File: src/rtl/ones_count_decoder_pkg.sv
// Shared constants and types for the ones-count decoder. The encoder and its
// bench use the same word/code widths so both ends of the link agree.
package ones_count_decoder_pkg;

  // Output word width; legal codes are 0..W.
  localparam int W = 16;
  // Code width; 2**CW must exceed W so code W is representable.
  localparam int CW = 5;
  // Output buffer entries. The occupancy FSM below only covers two.
  localparam int DEPTH = 2;
  // Codes strictly above this value are out of range and flagged as errors.
  localparam int CODE_MAX = W;

  // Buffer occupancy. The encodings equal the entry count so the state
  // register can drive the count port directly.
  typedef enum logic [1:0] {
    OCC_EMPTY = 2'd0,
    OCC_ONE   = 2'd1,
    OCC_FULL  = 2'd2
  } occ_e;

  // One buffered result: error flag alongside the thermometer word.
  typedef struct packed {
    logic         err;
    logic [W-1:0] word;
  } entry_t;

endpackage

File: src/rtl/ones_count_decoder_therm_decode.sv
// Combinational code -> thermometer word. Bit k is set when k < code, so any
// code of W or more saturates to all ones; codes above W also raise err.
module ones_count_decoder_therm_decode
  import ones_count_decoder_pkg::*;
(
  input  logic [CW-1:0] i_code,
  output entry_t        o_entry
);

  logic [W-1:0] w_word;
  logic         w_err;

  // One comparator per output bit against its own bit index.
  genvar gi;
  generate
    for (gi = 0; gi < W; gi++) begin : g_bit
      localparam logic [CW-1:0] K = CW'(gi);
      assign w_word[gi] = (i_code > K);
    end
  endgenerate

  assign w_err = (i_code > CW'(CODE_MAX));

  // Pack the result into a buffer entry.
  always_comb begin
    o_entry      = '0;
    o_entry.word = w_word;
    o_entry.err  = w_err;
  end

endmodule

File: src/rtl/ones_count_decoder.sv
// Ones-count decoder: accepts a count code with a valid/ready handshake,
// decodes it to a thermometer word and queues {err,word} in a two-entry
// circular buffer. The head entry drives the outputs straight from storage,
// so there is no combinational path from in_code to out_word.
module ones_count_decoder
  import ones_count_decoder_pkg::*;
(
  input  logic          clk,
  input  logic          reset,
  input  logic          in_valid,
  input  logic [CW-1:0] in_code,
  output logic          in_ready,
  output logic          out_valid,
  output logic [W-1:0]  out_word,
  output logic          out_err,
  input  logic          out_ready,
  output logic [1:0]    count
);

  occ_e   r_state;
  occ_e   w_state_next;
  entry_t r_mem [DEPTH];
  logic   r_wr_ptr;
  logic   r_rd_ptr;
  logic   w_push;
  logic   w_pop;
  entry_t w_dec;
  entry_t w_head;

  ones_count_decoder_therm_decode u_decode (
    .i_code  (in_code),
    .o_entry (w_dec)
  );

  // Handshake: a pop frees a slot in the same cycle, so a full buffer can
  // still accept when the consumer is draining.
  assign out_valid = (r_state != OCC_EMPTY);
  assign w_pop     = out_valid & out_ready;
  assign in_ready  = (r_state != OCC_FULL) | w_pop;
  assign w_push    = in_valid & in_ready;
  assign count     = r_state;

  assign w_head   = r_mem[r_rd_ptr];
  assign out_word = w_head.word;
  assign out_err  = w_head.err;

  // Occupancy state register; reset overrides any push or pop that cycle.
  always_ff @(posedge clk) begin
    if (reset) begin
      r_state <= OCC_EMPTY;
    end else begin
      r_state <= w_state_next;
    end
  end

  // Occupancy next state: push&pop together leave the count unchanged.
  always_comb begin
    w_state_next = r_state;
    unique case (r_state)
      OCC_EMPTY: begin
        if (w_push) w_state_next = OCC_ONE;
      end
      OCC_ONE: begin
        if (w_push && !w_pop)      w_state_next = OCC_FULL;
        else if (w_pop && !w_push) w_state_next = OCC_EMPTY;
      end
      OCC_FULL: begin
        if (w_pop && !w_push) w_state_next = OCC_ONE;
      end
      default: w_state_next = OCC_EMPTY;
    endcase
  end

  // Read/write pointers each toggle when their side of the buffer moves.
  always_ff @(posedge clk) begin
    if (reset) begin
      r_wr_ptr <= 1'b0;
      r_rd_ptr <= 1'b0;
    end else begin
      if (w_push) r_wr_ptr <= ~r_wr_ptr;
      if (w_pop)  r_rd_ptr <= ~r_rd_ptr;
    end
  end

  // Buffer storage; cleared on reset so the outputs are never X when empty.
  always_ff @(posedge clk) begin
    if (reset) begin
      for (int i = 0; i < DEPTH; i++) begin
        r_mem[i] <= '0;
      end
    end else if (w_push) begin
      r_mem[r_wr_ptr] <= w_dec;
    end
  end

endmodule

File: config.mk
export PLATFORM = sky130hd
export DESIGN_NAME = ones_count_decoder
export DESIGN_NICKNAME = d
export VERILOG_FILES = /design/src/rtl/ones_count_decoder_pkg.sv /design/src/rtl/ones_count_decoder_therm_decode.sv /design/src/rtl/ones_count_decoder.sv
export SDC_FILE = /design/constraint.sdc
export NUM_CORES = 1
export LEC_CHECK = 0
export ABC_CLOCK_PERIOD_IN_PS = 2500
export CAP_MARGIN = 20
export CORE_MARGIN = 8
export CORE_UTILIZATION = 30
export DETAILED_ROUTE_END_ITERATION = 12
export GPL_ROUTABILITY_DRIVEN = 0
export SYNTH_ARGS = -nofsm -noshare
export SYNTH_HDL_FRONTEND = slang
export SYNTH_HIERARCHICAL = 1
export SYNTH_SLANG_ARGS = --single-unit
File: constraint.sdc
create_clock -name clk -period 2.5 [get_ports clk]
set_input_delay 0.5 -clock clk [delete_from_list [all_inputs] [get_ports clk]]
set_output_delay 0.5 -clock clk [all_outputs]
set_load 0.05 [all_outputs]
=== Word-level counts from Yosys, hierarchy flattened ===
Memory sizes are Yosys's and may differ from the RTL's. A register that Yosys moved wholly into a read port is not among the register bits.
Index checks and enable logic that the tools add are counted.

* Flip-flop bits (word level): 4
* Bits in writable memories: 34
* Input port bits: 9
* Output and inout port bits: 21
* Logic and storage cells: 55
* Memories: 1

* $lt $le $gt $ge: 17
* Eq/ne operators: 6
* Multiplexer cells: 15
* Bitwise logic cells: 5
* Reduce and logical (&&, ||, !) cells: 8

{| class="wikitable"
|+ Memories
! memory !! words !! bits a word !! read ports !! clocked after Yosys merged registers in !! write ports !! RTL line !! RTL
|-
| r_mem || 2 || 17 || 1 || 1 || 2 || ones_count_decoder.sv:22 || <nowiki>entry_t r_mem [DEPTH];</nowiki>
|}

{| class="wikitable"
|+ Operator list
! cell !! count
|-
| > comparator 5 x 4 -> 1 bit, second input constant || 8
|-
| > comparator 5 x 3 -> 1 bit, second input constant || 4
|-
| 2-to-1 mux 17 bit || 1
|-
| OR reduction 17 bit || 1
|-
| > comparator 5 x 1 -> 1 bit, second input constant || 2
|-
| > comparator 5 x 2 -> 1 bit, second input constant || 2
|-
| 2-to-1 mux 1 bit || 9
|-
| 2-to-1 mux 2 bit || 4
|-
| inequality test 2 bit, second input constant || 3
|-
| one-hot mux 2 bit (3 select lines) || 1
|-
| > comparator 5 bit, second input constant || 1
|-
| inequality test 3 bit, second input constant || 1
|-
| AND reduction 3 bit || 1
|-
| AND 1 bit || 2
|-
| == test 2 x 1 -> 1 bit, second input constant || 1
|-
| == test 2 bit, second input constant || 1
|-
| logical AND 1 bit || 2
|-
| zero test 1 bit || 2
|-
| zero test 2 bit || 1
|-
| inverter 1 bit || 2
|-
| nonzero test 2 bit || 1
|-
| bitwise OR 1 bit || 1
|}

=== Longest topological paths before layout ===
* Depth in word-level cells: 9
* Depth in mapped cells: 7
* Gate-level depth less buffers: 7

=== Modules after synthesis ===
The synthesis kept the hierarchy.

{| class="wikitable"
|+ By module, submodules not included
! module !! times used !! cells each !! area an instance (um^2) !! seq. area each (um^2)
|-
| ones_count_decoder || 1 || 123 || 1801.7 || 1121.1
|-
| ones_count_decoder_therm_decode || 1 || 31 || 170.2 || 0.0
|}

=== Least setup slack after synthesis ===
Ideal clock, no wire load.

* Path type: register -> register
* From: reg r_state[0] (netlist: count[0])
* To: mem r_mem[0][0] (netlist name) (enable)
* Setup time: 395 ps
* Arrival: 2045 ps
* Data required time: 2105 ps
* Setup slack: 60 ps
* Stages on the path, launching flop included: 4
* Path buffers: 0
* Clock period less this slack: 2440 ps
* Cell sequence: dfxtp_1 -> or3b_4 -> nand2_1 -> o21bai_1

{| class="wikitable"
|+ RTL lines
! element !! RTL line !! RTL
|-
| start: declaration || ones_count_decoder.sv:20 || <nowiki>occ_e r_state;</nowiki>
|-
| start signal: assignment || ones_count_decoder.sv:52 || <nowiki>r_state <= w_state_next;</nowiki>
|-
| end: declaration || ones_count_decoder.sv:22 ||
|}

=== Final worst setup path ===
* From: reg r_state[0] (netlist: count[0])
* To: out out_valid

* Cells in the longest elaborated chain, start to end: 1

{| class="wikitable"
|+ RTL lines
! element !! RTL line !! RTL
|-
| nonzero test 2 bit || ones_count_decoder.sv:37 || <nowiki>assign out_valid = (r_state != OCC_EMPTY);</nowiki>
|-
| end: declaration || ones_count_decoder.sv:13 || <nowiki>output logic out_valid,</nowiki>
|}

No other way between the ends.

==> impl_metrics.py <==
metrics = {
    "sta": {
        "setup_viol": 0,
        "finalCritPeriodShare_pct": 86.8,
        "slew_violations": 0,
        "grt_setup_unrepaired": "no",
        "period_minus_slack_ns": 2.17,
        "fmax_ghz": 0.461,
        "finalSetupTns_ns": 0,
        "finClkSkew_ns": 0.00466,
        "finalWorstSetupSlack_ns": 0.329,
        "relSlewSlack_pct": 50.6,
        "tightest_slew_ns": 0.741,
        "hold_viol": 0,
    },
    "drt": {
        "vias": 1138,
        "drt_iter0_drc": 41,
        "wirelength_um": 3450,
        "ant_nets": 0,
        "remaining_drc_errors": 0,
        "wire_per_inst_um": 13.2,
        "vias_per_cell": 4.36,
        "drt-pass1-iter-count": 4,
    },
    "die": {
        "fp.dieH_um": 97.1,
        "coreArea_um2": 6350,
        "die_area_um2": 9420,
        "initial_core_util_pct": 31.1,
        "dieWidth_um": 97.1,
        "ios": 30,
        "rows": 29,
    },
    "layout": {
        "antenna_cells": 0,
        "fin_cells": 261,
        "drive_gt1_share_pct": 37.5,
        "nets": 194,
        "area_growth_pct": 20.1,
        "fillers": 635,
        "post-route-util_pct": 37.3,
        "seq_area_um2": 1120,
        "multiInputGateArea_um2": 742,
        "final_area_um2": 2370,
    },
    "worst_setup_path": {
        "crit_arrival_ns": 1.67,
        "critPathLaunchType": "register",
        "cp-end-kind": "output port",
        "crit_type": "reg2out",
        "required_ns": 2.00,
        "path_max_fanout": 7,
        "path_cells": "or2_2 -> clkdlybuf4s50_1",
        "crit_path_top_delay_cell": "clkdlybuf4s50_1",
        "worst_path_largest_cell_delay_ns": 0.79,
    },
    "yosys": {
        "syn_inst": 154,
        "synth_area_leaders": "edfxtp_1, mux2_2, and2_4",
        "syn_avg_cell_area_um2": 12.8,
        "yosysUniqueCellTypes": 33,
        "yosys.area.top_type": "edfxtp_1",
        "syn_nets": 165,
        "yosys_warnings": 6,
        "yosysSeqAreaShare_pct": 56.9,
        "synth_area_um2": 1970,
        "ys_seq_elements": 39,
        "yosysTopAreaCellShare_pct": 51.8,
    },
    "pwr": {
        "p_int_mw": 1.20,
        "p_sw_mw": 0.468,
        "combPwrFrac_pct": 22.8,
        "vdd_drop_max_mv": 0.293,
        "clock_power_share_pct": 30.4,
        "leakagePower_nw": 0.962,
        "power_frac_seq_pct": 46.8,
        "sw_frac_of_total_pct": 28.1,
        "power_density_nw_per_um2": 703,
    },
    "global_route": {
        "antenna_found_initial": 0,
        "grt_pass1_vias": 1233,
        "grt_pass1_wl_um": 5690,
        "grt_overflow": 0,
        "grt_max_degree": 19,
        "grtUsageTotal_pct": 7.46,
    },
    "flow_run": {
        "cap_violations": 0,
    },
    "clocking": {
        "numCtsBuffers": 5,
        "cts.clk_slew.worst_paths_ns": 0.07,
        "cts_max_level": 2,
        "cts_setup_buffers": 0,
        "insertion_delay_ns": 0.28,
        "cts_resized": 0,
        "cts_tree": "done",
        "ctsRootBufferMaster": "clkbuf_8",
        "cts.sinks": 39,
        "cts.path.max_buffers": 2,
        "hold_buffers": 0,
    },
    "outcome": {
        "status": "finished clean",
    },
    "placed_design": {
        "dp_hpwl_um": 2440,
        "io_buffers": 29,
        "dp_cells": 253,
        "dpl_cell_area_um2": 2260,
        "place_ws_ns": 0.136,
    },
    "min_path": {
        "hp-class": "reg2reg",
    },
}
==> cell usage in the layout, fill, tap and decap left out <==
cell / Yosys / routed
mux2_2: 17 / 17
ha_1: 2 / 2
xor2_1: 1 / 1
o21bai_1: 3 / 3
a2bb2oi_1: 1 / 1
and2_1: 17 / 17
mux2i_1: 1 / 1
nor2_1: 8 / 8
or2_1: 1 / 1
o41a_1: 1 / 1
nor2b_1: 2 / 2
edfxtp_1: 34 / 34
nand2_1: 9 / 9
or3b_4: 1 / 1
clkdlybuf4s50_1: 0 / 11
a31o_2: 1 / 1
and4bb_2: 1 / 1
nor3_2: 1 / 1
a21oi_1: 3 / 3
a21o_1: 1 / 1
and2_4: 17 / 17
dfxtp_1: 5 / 5
or2_2: 1 / 1
and3_1: 1 / 1
and4b_1: 1 / 1
nand3_1: 1 / 1
inv_1: 5 / 5
buf_4: 1 / 23
o21ai_0: 3 / 3
bufinv_16: 0 / 1
clkinv_1: 0 / 1
clkinv_2: 0 / 1
clkbuf_8: 0 / 5
nand2b_1: 3 / 3
==> cells in the mapped netlist <==
library cell	number
mux2i_1	1
o21bai_1	3
a31o_2	1
nand3_1	1
ha_1	2
o41a_1	1
and4b_1	1
dfxtp_1	5
buf_2	3
clkbuf_1	2
a21oi_1	3
a21o_1	1
and4bb_2	1
mux2_2	17
buf_4	1
inv_1	5
buf_6	5
or2_2	1
and3_1	1
a2bb2oi_1	1
and2_4	17
edfxtp_1	34
nand2b_1	3
nor2b_1	2
o21ai_0	3
nor3_2	1
and2_1	17
nor2_1	8
xor2_1	1
or3b_4	1
nand2_1	9
buf_1	1
or2_1	1
==> power groups by stage <==
stage | registers [mW] | logic [mW] | clock network (mW)
3_3_place_gp | 0.792 | 0.386 | 0
3_5_place_dp | 0.794 | 0.387 | 0
5_1_grt | 0.784 | 0.406 | 0.544
4_1_cts | 0.779 | 0.388 | 0.517
6_report | 0.779 | 0.380 | 0.506
2_1_floorplan | 0.796 | 0.282 | 0
==> worst max-delay path, delay by kind of cell (launching register included) <==
kind                   cells  cell delay, ns
AND/OR/NAND/NOR            1            0.15
buffers and inverters      1            0.79
flip-flops                 1            0.45
==> layout make-up <==
type | instances | area share [%]
Sequential cell | 39 | 47.3
Multi-Input combinational cell | 98 | 31.3
Timing Repair Buffer | 34 | 11.9
Tap cell | 77 | 4.07
Clock buffer | 5 | 2.91
Clock inverter | 3 | 1.64
Inverter | 5 | 0.792
==> stage by stage <==
| stage | total power [mW] | hold WS [ns] |
|---|---|---|
| 2_1_floorplan | 1.08 | 0.472 |
| 3_3_place_gp | 1.18 | 0.487 |
| 3_5_place_dp | 1.18 | 0.496 |
| 4_1_cts | 1.68 | 0.515 |
| 5_1_grt | 1.73 | 0.561 |
| 6_report | 1.66 | 0.511 |
==> metal layers <==
metal	up-vias	routed length (um)	GRT usage, %
met2	25	1650	12.4
met5	-	0	0
met4	0	54	3.20
met3	8	194	2.84
li1	583	-	-
met1	522	1560	8.30
==> flip-flops by register name, indices dropped and copies added (netlist names), named ones only <==
| register | flops |
|---|---|
| count | 2 |
| r_mem | 34 |
| r_rd_ptr | 1 |
| r_wr_ptr | 1 |
==> logic make-up after synthesis <==
logic type      Yosys count  synth area share, %
simple gates             64                 21.2
buf+inv                  17                 5.52
compound gates           13                 4.50
xor+xnor                  1                0.444
mux                      18                 10.2
flops                    39                 56.9
fa+ha+maj                 2                 1.27
==> path summary, 6_finish.rpt <==
path | startpoint | to | slack, ns | cells after the start
hold reg to reg | r_rd_ptr | r_rd_ptr | 0.51 | 2
setup reg to reg | count[1] | r_mem[1][12] | 0.65 | 3
setup / recovery | count[0] | out_valid | 0.33 | 2
hold / removal | r_rd_ptr | r_rd_ptr | 0.51 | 2
No activity file was read; power rests on OpenSTA's default activity.
